[src/rtl/modaccum_trunc_ctrl.sv]
// Sequencing controller for the 21-bit modular accumulator: feeds product terms,
// answers trunc_adr from a programmable correction table, flushes and final-reduces.
module modaccum_trunc_ctrl #(
  parameter int MOD_W   = 18,
  parameter int TRUNC_W = 3,
  parameter int LEN_W   = 8
) (
  input  logic               clk,
  input  logic               reset,
  input  logic [MOD_W-1:0]   modulus,
  input  logic               tbl_wr_ena,
  input  logic [TRUNC_W-1:0] tbl_wr_adr,
  input  logic [MOD_W-1:0]   tbl_wr_data,
  input  logic               start,
  input  logic [LEN_W-1:0]   len,
  output logic               busy,
  input  logic               term_valid,
  input  logic [MOD_W:0]     term_data,
  output logic               term_ready,
  output logic               acc_load_ena,
  output logic               acc_trunc_ena,
  output logic [MOD_W:0]     acc_in_a,
  output logic [MOD_W-1:0]   acc_in_b,
  input  logic [TRUNC_W-1:0] acc_trunc_adr,
  input  logic [MOD_W+2:0]   acc_result,
  output logic [MOD_W-1:0]   result,
  output logic               result_valid,
  input  logic               result_ready,
  output logic               err
);

  localparam int TBL_N = 1 << TRUNC_W;

  typedef enum logic [1:0] {
    S_IDLE,
    S_ACCUM,
    S_FLUSH,
    S_DONE
  } state_t;

  state_t             state_q, state_d;
  logic [LEN_W-1:0]   cnt_q, cnt_d;
  logic [1:0]         fcnt_q, fcnt_d;
  logic [MOD_W-1:0]   result_q, result_d;
  logic               err_q, err_d;
  logic [MOD_W-1:0]   tbl_q [TBL_N];
  logic [MOD_W-1:0]   tbl_d [TBL_N];

  logic [2:0]         acc_hi;
  logic [MOD_W-1:0]   acc_lo;

  assign acc_hi = acc_result[MOD_W+2:MOD_W];
  assign acc_lo = acc_result[MOD_W-1:0];

  always_ff @(posedge clk or posedge reset) begin
    if (reset) begin
      state_q  <= S_IDLE;
      cnt_q    <= '0;
      fcnt_q   <= '0;
      result_q <= '0;
      err_q    <= 1'b0;
      for (int unsigned i = 0; i < TBL_N; i++) begin
        tbl_q[i] <= '0;
      end
    end else begin
      state_q  <= state_d;
      cnt_q    <= cnt_d;
      fcnt_q   <= fcnt_d;
      result_q <= result_d;
      err_q    <= err_d;
      for (int unsigned i = 0; i < TBL_N; i++) begin
        tbl_q[i] <= tbl_d[i];
      end
    end
  end

  always_comb begin
    state_d       = state_q;
    cnt_d         = cnt_q;
    fcnt_d        = fcnt_q;
    result_d      = result_q;
    err_d         = err_q;
    tbl_d         = tbl_q;
    busy          = (state_q != S_IDLE);
    term_ready    = 1'b0;
    acc_load_ena  = 1'b1;
    acc_trunc_ena = 1'b0;
    acc_in_a      = '0;
    result_valid  = 1'b0;

    case (state_q)
      S_IDLE: begin
        if (tbl_wr_ena) begin
          tbl_d[tbl_wr_adr] = tbl_wr_data;
        end
        if (start) begin
          err_d  = 1'b0;
          fcnt_d = '0;
          if (len != '0) begin
            cnt_d   = len;
            state_d = S_ACCUM;
          end else begin
            result_d = '0;
            state_d  = S_DONE;
          end
        end
      end
      S_ACCUM: begin
        acc_load_ena  = 1'b0;
        acc_trunc_ena = 1'b1;
        term_ready    = 1'b1;
        if (term_valid) begin
          acc_in_a = term_data;
          cnt_d    = cnt_q - LEN_W'(1);
          if (cnt_q == LEN_W'(1)) begin
            state_d = S_FLUSH;
          end
        end
      end
      S_FLUSH: begin
        acc_load_ena  = 1'b0;
        acc_trunc_ena = 1'b1;
        // m >= 2^(MOD_W-1) keeps lo below 2m, so a single subtract fully reduces.
        if (acc_hi == 3'd0) begin
          result_d = (acc_lo >= modulus) ? (acc_lo - modulus) : acc_lo;
          state_d  = S_DONE;
        end else if (fcnt_q == 2'd3) begin
          err_d    = 1'b1;
          result_d = acc_lo;
          state_d  = S_DONE;
        end else begin
          fcnt_d = fcnt_q + 2'd1;
        end
      end
      S_DONE: begin
        result_valid = 1'b1;
        if (result_ready) begin
          state_d = S_IDLE;
        end
      end
      default: begin
        state_d = S_IDLE;
      end
    endcase
  end

  assign acc_in_b = acc_trunc_ena ? tbl_q[acc_trunc_adr] : '0;
  assign result   = result_q;
  assign err      = err_q;

endmodule

[config.mk]
export PLATFORM = sky130hd
export DESIGN_NAME = modaccum_trunc_ctrl
export DESIGN_NICKNAME = d
export VERILOG_FILES = /design/src/rtl/modaccum_trunc_ctrl.sv
export SDC_FILE = /design/constraint.sdc
export NUM_CORES = 1
export LEC_CHECK = 0
export BUFFER_PORTS_ARGS = -buffer_cell sky130_fd_sc_hd__clkbuf_2
export CAP_MARGIN = 20
export CORE_UTILIZATION = 43
export CTS_CLUSTER_DIAMETER = 150
export DETAILED_ROUTE_END_ITERATION = 10
export PLACE_DENSITY = 0.7
export SYNTH_ARGS = -nofsm -noshare
export SYNTH_HDL_FRONTEND = slang
export SYNTH_SLANG_ARGS = --single-unit
[constraint.sdc]
create_clock -name clk -period 11.3 [get_ports clk]
set_input_delay 2.26 -clock clk [delete_from_list [all_inputs] [get_ports clk]]
set_output_delay 2.26 -clock clk [all_outputs]
set_load 0.02 [all_outputs]
==> metrics.txt <==
post-synthesis async set-or-reset flop share=100%; met1 usage=28.1%; Max transition margin=28.6%; Filler cells=1829; GRT met3 Usage=4.06%; CP max FO=36; Finished Cell Area=11200 µm²; first-pass GRT wire length=36000 µm; Synth area leaders=dfrtp_1, mux2_2, mux4_2; max-slew violations=0; gpl congestion=0.895; Synth warnings=0; Ports=157; Pre-antenna DRT Iters=5; drt via density=5.69; period utilization=55.0%; outcome=finished, final reports clean; number of synthesized flops with an enable pin=0; WHS=0.502 ns; grt peak-use layer=met2; RSZ-0062 raised after global routing=no; top_reg_cell synth=dfrtp_1; Worst Setup Start Kind=primary input; share of cells above drive strength 1=42.3%; port bufs=156; type of the most critical hold path=reg2reg; CTS Buf Count=17; Avg Inst Size Synth=12.2 µm²; Antenna Diode Count=0; CTS tree=yes; post-DP HPWL=15300 µm; Syn Inst Count=778; vias in the first global route=6780; synthesized flop and latch total=175; Placed Instance Area=10500 µm²; top achievable clock speed=161 MHz; crit end category=primary output; TNS Setup=0 ns; Root Driver=clkbuf_16; synth unique cells=63; clk_lat worst skew=0.43 ns; antenna-violating nets left=0; largest net degree at the start of global routing=102; num rows=53; worst endpoint required time=9.04 ns; clock transition at the registers of the reported paths=0.07 ns; initial antenna violation count=0; endpoints failing setup=0; Worst Skew=0.0145 ns; nets=1046; vias=6902; post-CTS setup buffers=0; count leader, synth=dfrtp_1; met2 Resource Use GR=34.0%; initial cell density of the core=44.5%; maximum capacitance violations=0; Die W=150 µm; Synth area leader=dfrtp_1; synth-to-layout area growth=18.1%; hold_buf cts=0; DRT iter0 DRCs=474; sequential share of the synthesized area=46.2%; drt wl/cell=18.7 µm; Pleak=0.00520 µW; Setup CP Type=in2out; Tmin final=6.21 ns; clk sinks=175; Worst IR Drop VDD=0.000133 V; placeable core area=21300 µm²; Max Root-Sink Buffers=2; Power Density=233 nW/µm²; mapped cell area=9480 µm²; syn nets=900; synth cell count leaders=dfrtp_1, mux2_2, nor2_1; DIE AREA=22600 µm²; grt ovf=0; Total GRT Usage=21.0%; Die Y=150 µm; worst path arrival time=3.95 ns; DRC errors left=0; htree depth=4; # resized after CTS=0; total routed wirelength=22700 µm; Worst Max-Slew Pin Slew=1.06 ns; Final Hold Vio Count=0; post-synth top area share=46.2%
placed cells by master, fill, tap and decap left out, types with 10 or more instances in the layout:
cell and instances:
a21oi_1 28, ha_1 25, xor2_1 10, clkbuf_16 17, and3_1 24, mux2i_1 20
nor2_1 40, buf_4 10, dfrtp_1 175, nand4_1 13, nand2_1 39, inv_1 35
mux2_2 145, mux4_2 36, clkbuf_2 156, nor3_1 10, o21ai_0 18
area by class of cell:
class	instances	area [µm²]	area share [%]
Timing Repair Buffer	168	886	7.91
Multi-Input combinational cell	525	4790	42.7
Clock inverter	15	233	2.08
Tap cell	275	344	3.07
Sequential cell	175	4380	39.1
Clock buffer	17	425	3.80
Inverter	37	144	1.29
per-stage QoR:
| stage | utilization (%) | setup slack [ns] | std cells | power [µW] |
|---|---|---|---|---|
| 6_report | 52.6 | 5.09 | 1212 | 2610 |
| 5_1_grt | 52.6 | 4.94 | 1212 | 2780 |
| 4_1_cts | 52.5 | 5.06 | 1210 | 2630 |
| 3_5_place_dp | 49.4 | 5.06 | 1178 | 1990 |
| 3_3_place_gp | 49.4 | 5.09 | 1178 | 1960 |
| 2_1_floorplan | - | 4.29 | 778 | 1740 |
power by group:
group | total, µW | internal (µW) | switching [µW] | leakage, µW
Sequential | 1070 | 914 | 152 | 0.00217
Combinational | 911 | 467 | 444 | 0.00272
Clock | 636 | 330 | 305 | 0.000314
state kept, by name, indices dropped and copies added, names as in the netlist:
register and flops:
result 18, state_q 2, tbl_q 144, fcnt_q 2, err 1, cnt_q 8
cell families (layout without fill, tap and decap cells):
group                    after synthesis  count (layout)  synth area share, %
AO/OA/AOI/OAI                        115             115                 8.70
adder cells (fa/ha/maj)               26              26                 3.51
AND/OR/NAND/NOR                      168             168                 8.84
buffers and inverters                 78             237                 3.50
multiplexers                         201             201                 27.9
flip-flops                           175             175                 46.2
XOR/XNOR                              15              15                 1.39
worst paths after layout:
check                                      start      endpoint  slack, ns  cells after the start
max in group asynchronous                  reset     tbl_q[59]       7.77                      3
worst max-delay path            acc_trunc_adr[0]  acc_in_b[12]       5.09                      6
worst max register to register        state_q[0]    tbl_q[128]       8.83                      6
worst min-delay path                  result[10]    result[10]       0.50                      2
worst min register to register        result[10]    result[10]       0.50                      2
min in group asynchronous                  reset     tbl_q[11]       2.03                      2
worst max-delay path, stage by stage:
cell	delay, ns
clkbuf_2	0.07
buf_4	0.55
mux4_2	0.58
mux2i_1	0.17
nor2_1	0.09
clkbuf_2	0.19
layer usage:
layer	part of all wire (%)	vias to the layer above	wire (µm)
li1	-	3188	-
met1	45	3478	10200
met2	48	199	11000
met3	5.0	37	1140
met4	1.9	0	442
met5	0	-	0
No activity file was read; power rests on OpenSTA's default activity.
